`src/rtl/mul8_err_pkg.sv`:
```
// Shared types and default widths for the 8-bit multiplier error monitor.
package mul8_err_pkg;

  localparam int N_BITS = 8;
  localparam int CNT_W  = 32;
  localparam int SUM_W  = 48;
  localparam int ED_W   = 2*N_BITS + 1;

  typedef enum logic [1:0] {
    IDLE  = 2'd0,
    RUN   = 2'd1,
    DRAIN = 2'd2,
    DONE  = 2'd3
  } state_t;

endpackage

```
`src/rtl/mul8_err_datapath.sv`:
```
// Two-stage pipeline: captures an accepted sample, then derives the exact
// product, signed/absolute error distance and error flag.
module mul8_err_datapath
  import mul8_err_pkg::*;
#(
  parameter int N_BITS = mul8_err_pkg::N_BITS
) (
  input  logic                      clk,
  input  logic                      rst_n,
  input  logic                      xfer,
  input  logic [N_BITS-1:0]         a,
  input  logic [N_BITS-1:0]         b,
  input  logic [2*N_BITS-1:0]       o,
  output logic                      s1_valid,
  output logic                      s2_valid,
  output logic signed [2*N_BITS:0]  ed,
  output logic [2*N_BITS-1:0]       abs_ed,
  output logic                      err
);

  localparam int P_W = 2*N_BITS;

  logic [N_BITS-1:0]       a_q;
  logic [N_BITS-1:0]       b_q;
  logic [P_W-1:0]          o_q;
  logic [P_W-1:0]          exact_c;
  logic signed [P_W:0]     ed_c;
  logic [P_W-1:0]          abs_c;

  assign exact_c = {{N_BITS{1'b0}}, a_q} * {{N_BITS{1'b0}}, b_q};
  // One extra bit so both exact-below and exact-above cases stay representable.
  assign ed_c    = $signed({1'b0, exact_c}) - $signed({1'b0, o_q});
  assign abs_c   = ed_c[P_W] ? P_W'(-ed_c) : ed_c[P_W-1:0];

  always_ff @(posedge clk or negedge rst_n) begin
    if (!rst_n) begin
      s1_valid <= 1'b0;
      a_q      <= '0;
      b_q      <= '0;
      o_q      <= '0;
    end else begin
      s1_valid <= xfer;
      if (xfer) begin
        a_q <= a;
        b_q <= b;
        o_q <= o;
      end
    end
  end

  always_ff @(posedge clk or negedge rst_n) begin
    if (!rst_n) begin
      s2_valid <= 1'b0;
      ed       <= '0;
      abs_ed   <= '0;
      err      <= 1'b0;
    end else begin
      s2_valid <= s1_valid;
      if (s1_valid) begin
        ed     <= ed_c;
        abs_ed <= abs_c;
        err    <= (ed_c != '0);
      end
    end
  end

endmodule

```
`src/rtl/mul8_err_monitor.sv`:
```
// Error-metric accumulator for approximate 8-bit multipliers: run control,
// accepted-sample counter and the count/sum/max accumulators.
//
// state | meaning
// IDLE  | after reset, waiting for start
// RUN   | accepting samples until num_samples have been taken
// DRAIN | no more input; waiting for the pipeline to empty
// DONE  | totals stable; a new start re-arms
module mul8_err_monitor
  import mul8_err_pkg::*;
#(
  parameter int N_BITS = mul8_err_pkg::N_BITS,
  parameter int CNT_W  = mul8_err_pkg::CNT_W,
  parameter int SUM_W  = mul8_err_pkg::SUM_W
) (
  input  logic                    clk,
  input  logic                    rst_n,
  input  logic                    start,
  input  logic [CNT_W-1:0]        num_samples,
  input  logic                    in_valid,
  output logic                    in_ready,
  input  logic [N_BITS-1:0]       in_a,
  input  logic [N_BITS-1:0]       in_b,
  input  logic [2*N_BITS-1:0]     in_o,
  output logic                    busy,
  output logic                    done,
  output logic [CNT_W-1:0]        sample_count,
  output logic [CNT_W-1:0]        err_count,
  output logic [SUM_W-1:0]        sum_abs_ed,
  output logic signed [SUM_W:0]   sum_ed,
  output logic [2*N_BITS-1:0]     max_abs_ed
);

  localparam int P_W  = 2*N_BITS;
  localparam int EDW  = 2*N_BITS + 1;

  state_t               state;
  state_t               state_nx;
  logic [CNT_W-1:0]     num_q;
  logic [CNT_W-1:0]     accepted;
  logic                 launch;
  logic                 xfer;
  logic                 s1_valid;
  logic                 s2_valid;
  logic signed [EDW-1:0] ed;
  logic [P_W-1:0]       abs_ed;
  logic                 err;

  always_ff @(posedge clk or negedge rst_n) begin
    if (!rst_n) state <= IDLE;
    else        state <= state_nx;
  end

  always_comb begin
    state_nx = state;
    case (state)
      IDLE, DONE: if (start) state_nx = (num_samples == '0) ? DONE : RUN;
      RUN:        if (accepted == num_q) state_nx = DRAIN;
      DRAIN:      if (!s1_valid && !s2_valid) state_nx = DONE;
      default:    state_nx = IDLE;
    endcase
  end

  always_comb begin
    in_ready = (state == RUN) && (accepted < num_q);
    busy     = (state == RUN) || (state == DRAIN);
    done     = (state == DONE);
    launch   = start && ((state == IDLE) || (state == DONE));
  end

  assign xfer = in_valid && in_ready;

  always_ff @(posedge clk or negedge rst_n) begin
    if (!rst_n) begin
      num_q    <= '0;
      accepted <= '0;
    end else if (launch) begin
      num_q    <= num_samples;
      accepted <= '0;
    end else if (xfer) begin
      accepted <= accepted + CNT_W'(1);
    end
  end

  mul8_err_datapath #(.N_BITS(N_BITS)) u_datapath (
    .clk      (clk),
    .rst_n    (rst_n),
    .xfer     (xfer),
    .a        (in_a),
    .b        (in_b),
    .o        (in_o),
    .s1_valid (s1_valid),
    .s2_valid (s2_valid),
    .ed       (ed),
    .abs_ed   (abs_ed),
    .err      (err)
  );

  // The pipeline is always empty when launch is honoured, so clear never races an update.
  always_ff @(posedge clk or negedge rst_n) begin
    if (!rst_n) begin
      sample_count <= '0;
      err_count    <= '0;
      sum_abs_ed   <= '0;
      sum_ed       <= '0;
      max_abs_ed   <= '0;
    end else if (launch) begin
      sample_count <= '0;
      err_count    <= '0;
      sum_abs_ed   <= '0;
      sum_ed       <= '0;
      max_abs_ed   <= '0;
    end else if (s2_valid) begin
      sample_count <= sample_count + CNT_W'(1);
      err_count    <= err_count + {{(CNT_W-1){1'b0}}, err};
      sum_abs_ed   <= sum_abs_ed + {{(SUM_W-P_W){1'b0}}, abs_ed};
      sum_ed       <= sum_ed + $signed({{(SUM_W+1-EDW){ed[EDW-1]}}, ed});
      if (abs_ed > max_abs_ed) max_abs_ed <= abs_ed;
    end
  end

endmodule
```
`config.mk`:
```
export PLATFORM = sky130hd
export DESIGN_NAME = mul8_err_monitor
export DESIGN_NICKNAME = d
export VERILOG_FILES = /design/src/rtl/mul8_err_pkg.sv /design/src/rtl/mul8_err_datapath.sv /design/src/rtl/mul8_err_monitor.sv
export SDC_FILE = /design/constraint.sdc
export NUM_CORES = 1
export LEC_CHECK = 0
export ABC_AREA = 1
export CORE_UTILIZATION = 29
export DETAILED_ROUTE_END_ITERATION = 10
export MAX_ROUTING_LAYER = met4
export PLACE_DENSITY = 0.45
export RECOVER_POWER = 25
export SLEW_MARGIN = 20
export SYNTH_ARGS = -nofsm -noshare
export SYNTH_HDL_FRONTEND = slang
export SYNTH_SLANG_ARGS = --single-unit
```
`constraint.sdc`:
```
create_clock -name clk -period 6.95 [get_ports clk]
set_input_delay 1.7375 -clock clk [delete_from_list [all_inputs] [get_ports clk]]
set_output_delay 1.7375 -clock clk [all_outputs]
set_load 0.005 [all_outputs]
```
### Word level (Yosys, flattened, before mapping)

Cells that the tools add are included.

* add/sub/neg operators: 7
* reduce and logical (&&, ||, !) cells: 17
* order comparisons: 2
* multiplexer cells: 19
* eq/ne operators: 7
* $mul: 1

Operators with widths (count)
* 32-bit two-way mux: 6
* 49-bit two-way mux: 2
* 48-bit two-way mux: 2
* 32-bit by 1-bit adder with 32-bit output (second input constant): 2
* 16-bit two-way mux: 4
* 49-bit by 17-bit adder with 49-bit output: 1
* 48-bit by 16-bit adder with 48-bit output: 1
* 32-bit by 1-bit adder with 32-bit output: 1
* 32-bit equality test: 1
* 32-bit logical NOT: 1
* 32-bit < comparator: 1
* 17-bit nonzero test: 1
* 16-bit by 16-bit subtractor with 17-bit output: 1
* 16-bit greater-than comparator: 1
* 8-bit by 8-bit multiplier with 16-bit output: 1
* 16-bit negator: 1
* 2-bit two-way mux: 4
* 2-bit inequality test (second input constant): 3
* 2-bit one-hot mux with 3 select lines: 1
* 2-bit nonzero test: 3
* 2-bit equality test (second input constant): 2
* 1-bit logical AND: 4
* 3-bit AND reduction: 1
* 2-bit by 1-bit equality test with 1-bit output (second input constant): 1
* 5 further kinds: 7

* bits in registers: 311

### Logic depth before layout (Yosys ltp)

* depth after elaboration: 5
* mapped depth: 26
* gate-level depth less buffers: 25

### Modules after synthesis

From an unflattened synthesis, not the netlist that was laid out.

* cells, all modules: 3764
* area total of the unflattened synthesis: 25010.2 um2

By module, submodules not included
* mul8_err_monitor: area each 19139.6 um2, instances 1, cells an instance 3009, sequential area each 6080.8 um2
* mul8_err_datapath: area each 5870.6 um2, instances 1, cells an instance 755, sequential area each 1676.6 um2

### Least setup slack after synthesis

No wires, ideal clock.

* kind: register to register
* start point: register u_datapath.a_q[0]
* end point: register u_datapath.abs_ed[4]
* cell stages (with the launch flop): 20
* data arrival time: 4.276 ns
* setup time: 0.126 ns
* setup slack: 2.548 ns
* cells stage by stage: dfrtp_1 clkbuf_1 nand2_1 fa_1 fa_1 inv_1 fa_1 inv_1 fa_1 inv_1 ha_1 a21oi_1 nand3_1 nand3_1 nand2_1 nand2_1 nand3_1 or2_2 nand2_1 o21ai_0

* longest elaborated chain between the ends: 4

RTL lines
* start, declared: RTL line mul8_err_datapath.sv:23 `logic [N_BITS-1:0] a_q;`
* start signal, assigned: RTL line mul8_err_datapath.sv:38 `a_q <= '0;`
* start signal, assigned: RTL line mul8_err_datapath.sv:44 `a_q <= a;`
* 8-bit by 8-bit multiplier with 16-bit output *: RTL line mul8_err_datapath.sv:30 `assign exact_c = {{N_BITS{1'b0}}, a_q} * {{N_BITS{1'b0}}, b_q};`
* 16-bit by 16-bit subtractor with 17-bit output *: RTL line mul8_err_datapath.sv:32 `assign ed_c = $signed({1'b0, exact_c}) - $signed({1'b0, o_q});`
* 16-bit negator: RTL line mul8_err_datapath.sv:33 `assign abs_c = ed_c[P_W] ? P_W'(-ed_c) : ed_c[P_W-1:0];`
* 16-bit two-way mux *: RTL line mul8_err_datapath.sv:33
* end signal, assigned: RTL line mul8_err_datapath.sv:61 `abs_ed <= abs_c;`
* end, declared: RTL line mul8_err_datapath.sv:17 `output logic [2*N_BITS-1:0] abs_ed,`

Every way passes the cells marked *; elsewhere a longest branch is shown, timed or not.
A chain may end at the register's enable or synchronous reset.

### Final worst setup path

* start point: register u_datapath.a_q[2]
* end point: register u_datapath.abs_ed[6]

The elaborated chain is that of the path after synthesis.

==> reports/summary.md <==
### Setup path
- fa_1 — cell type of the slowest stage on the worst timing path
- nand2_1 -> inv_1 -> fa_1 -> inv_1 -> fa_1 -> inv_1 -> fa_1 -> inv_1 -> fa_1 -> inv_1 -> ha_1 -> a21oi_1 -> nand3_1 -> nand3_1 -> nand2_1 -> nand2_1 -> nand2_1 -> inv_1 -> nand4_1 -> nand3_1 -> nand2_1 — cells along the critical path
- 21 — FF-to-FF path depth
- 1.99 ns — R2R setup slack
- 7.39 ns — critical path data required time
- 9 — biggest fanout along the worst timing path
- 0.53 ns — crit-path max cell delay
- 6 — count of buffer and inverter cells on the critical path
- u_datapath.a_q[2] — R2R Path Start
- u_datapath.abs_ed[6] — capture instance of the worst register-to-register path
- 5.40 ns — critical path arrival
- inv_1 — CP most frequent cell
- register — Worst Setup End Kind
- register — critical path launch point type
- reg2reg — Setup Crit Path Kind
- adder cells — cell class contributing the biggest share of worst-path delay

### Detailed routing
- 1,311 — Iter 0 DRT Violations
- 17.1 um — average wire per cell in the routed design
- 4.70 — post-detailed-route via-to-cell ratio
- 21.8k — total vias in the final route
- 0 — ANT nets after route
- 79,100 um — Routed WL
- 6 — number of iterations in the first detailed-routing pass
- 0 — remaining design rule violation count

### Clock tree
- 0 — setup repair bufs after CTS
- yes — CTS tree
- 3 — Clock Tree Buf Depth
- 0.05 ns — clock-pin slew of the registers on the worst-case setup and hold paths
- 0.59 ns — clock latency on the worst-skew pair
- 43 — clock buffers created by TritonCTS
- 0 — number of resized instances in the post-cts repair step
- 0 — CTS hold repair buffers
- 310 — clk sink count
- clkbuf_16 — clock root cell
- 2 — # H-tree levels

### STA
- 0.714 — crit share post-route
- 4.00 ns — Worst Max-Slew Pin Slew
- 65 — final-report max-slew violation count
- -1.67 — worst slew margin relative to its limit
- no — unrepaired setup endpoints after global routing
- 0 ns — Total Neg Setup Slack
- 0.0270 ns — clock skew
- 0 — final hold violations
- 0 — total of endpoints with negative setup slack in the final report
- 4.96 ns — minimum period implied by the final worst setup slack
- 202 MHz — Peak Freq

### GRT
- 21.7k — vias in the first global route
- 0.200 — total track usage
- 125,000 um — first-pass GRT wire length
- 0.267 — met1 track demand over resource
- 0 — gr ovfl total
- 0.315 — met2 Use GR
- 0 — antenna violations before repair
- 0.0318 — met3 Resource Use GR
- 131 — maximum number of pins on one net before global-route repair
- met2 — layer with the highest usage after global routing

### Placed design
- 0.919 — final weighted congestion in routability-driven placement
- 61,100 um — Post-DP HPWL
- 247 — number of port buffers

### Floorplan
- 103 — number of placement rows
- 81,800 um^2 — Die Outline Area
- 79,400 um^2 — total core area
- 286 um — Horiz. Die Dim
- 248 — number of top-level pins
- 286 um — Die Span Y
- 0.294 — starting density of the core

### Outcome
- finished, violations left — result of the run
- capacitance limit, slew limit — violations in the final reports

### Cells and area
- 3,841 — # nets final
- nand2_1 (939), inv_1 (496), dfrtp_1 (310), nor2_1 (309), clkdlybuf4s50_1 (245) — most frequent cells in the layout
- 0.0393 — share of cells above drive strength 1
- 21.7% — Area Growth Syn to Fin
- 0 — Antenna diodes
- nand2_1 — leading cell type in the layout, fill and taps excluded

### Logic synthesis
- dfrtp_1 (33%), nand2_1 (15%), ha_1 (8.7%) — most area-consuming cells after synthesis
- 3,340 — gate count of the mapped netlist
- 3,623 — syn_nets
- 7.00 um^2 — synthesized area per cell
- 1.00 — share of async-settable or async-resettable flops after synthesis
- 0 — number of synthesized flops with an enable pin
- 310 — post-synthesis register bit count
- 0.332 — share of synthesized area occupied by flip-flops and latches
- dfrtp_1 — ys flop type
- 23,400 um^2 — post-synthesis cell area
- 0.332 — area share of the largest cell type after synthesis
- 0 — Yosys warning total
- 52 — number of distinct library cells after synthesis
- dfrtp_1 — cell taking the most area after synthesis

### Hold path
- reg2reg — worst hold path type
- 2 — Hold Path Stages
- num_q[6] — WHS Endpoint
- num_q[6] — hold_sp

### Pwr
- 0.150 — clock share of power
- 8.54 mW — net switching power
- 7.42 mW — internal power contribution
- 0.184 — Seq pwr share
- 0.535 — Switching Fraction
- 561 nW/um^2 — power density of the placed cells
- 13.8 nW — Leakage
- 0.665 — Comb pwr share
- 16.0 mW — Final Total Pwr
- 0.000467 V — worst supply voltage drop on vdd

### Run
- 1 — MaxCap Viol Count

[final cells by class]
class / instances / area, um^2
Clock buffer: 60 / 1230
Clock inverter: 17 / 283
Fill cell: 8576 / 50900
Inverter: 506 / 1900
Multi-Input combinational cell: 2439 / 13400
Sequential cell: 310 / 7760
Tap cell: 1050 / 1310
Timing Repair Buffer: 258 / 2570
[routing by layer]
| layer | up-vias | wire length [um] |
|---|---|---|
| li1 | 11252 | - |
| met1 | 10097 | 38000 |
| met2 | 375 | 35600 |
| met3 | 103 | 3600 |
| met4 | 0 | 1910 |
| met5 | - | 0 |
[registers in the layout, indices dropped and copies added (netlist names)]
register	flops
accepted	32
err_count	32
max_abs_ed	16
num_q	32
sample_count	32
state	2
sum_abs_ed	48
sum_ed	49
u_datapath.a_q	8
u_datapath.abs_ed	16
u_datapath.b_q	8
u_datapath.ed	16
u_datapath.err	1
u_datapath.o_q	16
u_datapath.s1_valid	1
u_datapath.s2_valid	1
[tightest hold or removal path, stage by stage (launching register included)]
cell     delay (ns)
dfrtp_1        0.34
nand2_1        0.05
o21ai_0        0.06
[per-stage QoR]
| stage | hold slack, ns | area [um^2] | setup slack [ns] | cells | util |
|---|---|---|---|---|---|
| floorplan | 0.352 | 23400 | 2.55 | 3340 | - |
| global placement | 0.470 | 26900 | 2.08 | 4563 | 0.339 |
| detailed placement | 0.473 | 26900 | 2.05 | 4563 | 0.339 |
| CTS | 0.489 | 28500 | 2.03 | 4640 | 0.359 |
| global route | 0.510 | 28400 | 1.21 | 4640 | 0.358 |
| finish | 0.480 | 28400 | 1.99 | 4640 | 0.358 |
[cell usage after synthesis (5+ instances only)]
cell type,instances
nand2_1,939
inv_1,497
nor2_1,311
dfrtp_1,310
nand3_1,199
o21ai_0,199
a21oi_1,188
ha_1,163
nand4_1,92
nor3_1,69
clkbuf_1,61
fa_1,52
xor2_1,28
o21ai_1,25
nor4_1,20
buf_2,15
nand3b_1,15
o21a_1,13
xnor2_1,13
or2_2,12
nand2_2,10
a32o_1,7
buf_1,7
nor2_4,7
o211ai_1,7
a211oi_1,6
inv_2,6
nand3_2,6
nor2_2,6
a21boi_0,5
a21o_1,5
a22o_1,5
o21bai_1,5
o31ai_1,5
[worst max-delay path by stage]
stage / from / cells past startpoint / endpoint / slack, ns
2_1_floorplan: u_datapath.a_q[0] / 19 / u_datapath.abs_ed[4] / 2.55
3_3_place_gp: u_datapath.a_q[2] / 21 / u_datapath.abs_ed[6] / 2.08
3_5_place_dp: u_datapath.a_q[0] / 19 / u_datapath.abs_ed[6] / 2.05
4_1_cts: u_datapath.a_q[0] / 19 / u_datapath.abs_ed[6] / 2.03
5_1_grt: rst_n / 1 / sum_ed[29] / 1.21
6_report: u_datapath.a_q[2] / 21 / u_datapath.abs_ed[6] / 1.99
[cells by family (layout without fill, tap and decap cells)]
logic type	after synthesis	after routing	share of synthesized area
compound gates	483	483	0.112
xor+xnor	41	41	0.0154
fa+ha+maj	215	215	0.132
buf+inv	591	841	0.0962
flops	310	310	0.332
simple gates	1700	1700	0.312
[power groups by stage]
stage	combinational [mW]	clock, mW	sequential [mW]
2_1_floorplan	7.67	0	2.68
3_3_place_gp	10.7	0	2.98
3_5_place_dp	10.7	0	2.99
4_1_cts	10.8	2.47	2.96
5_1_grt	12.3	2.54	3.02
6_report	10.6	2.40	2.94
No activity file was read; power rests on OpenSTA's default activity.
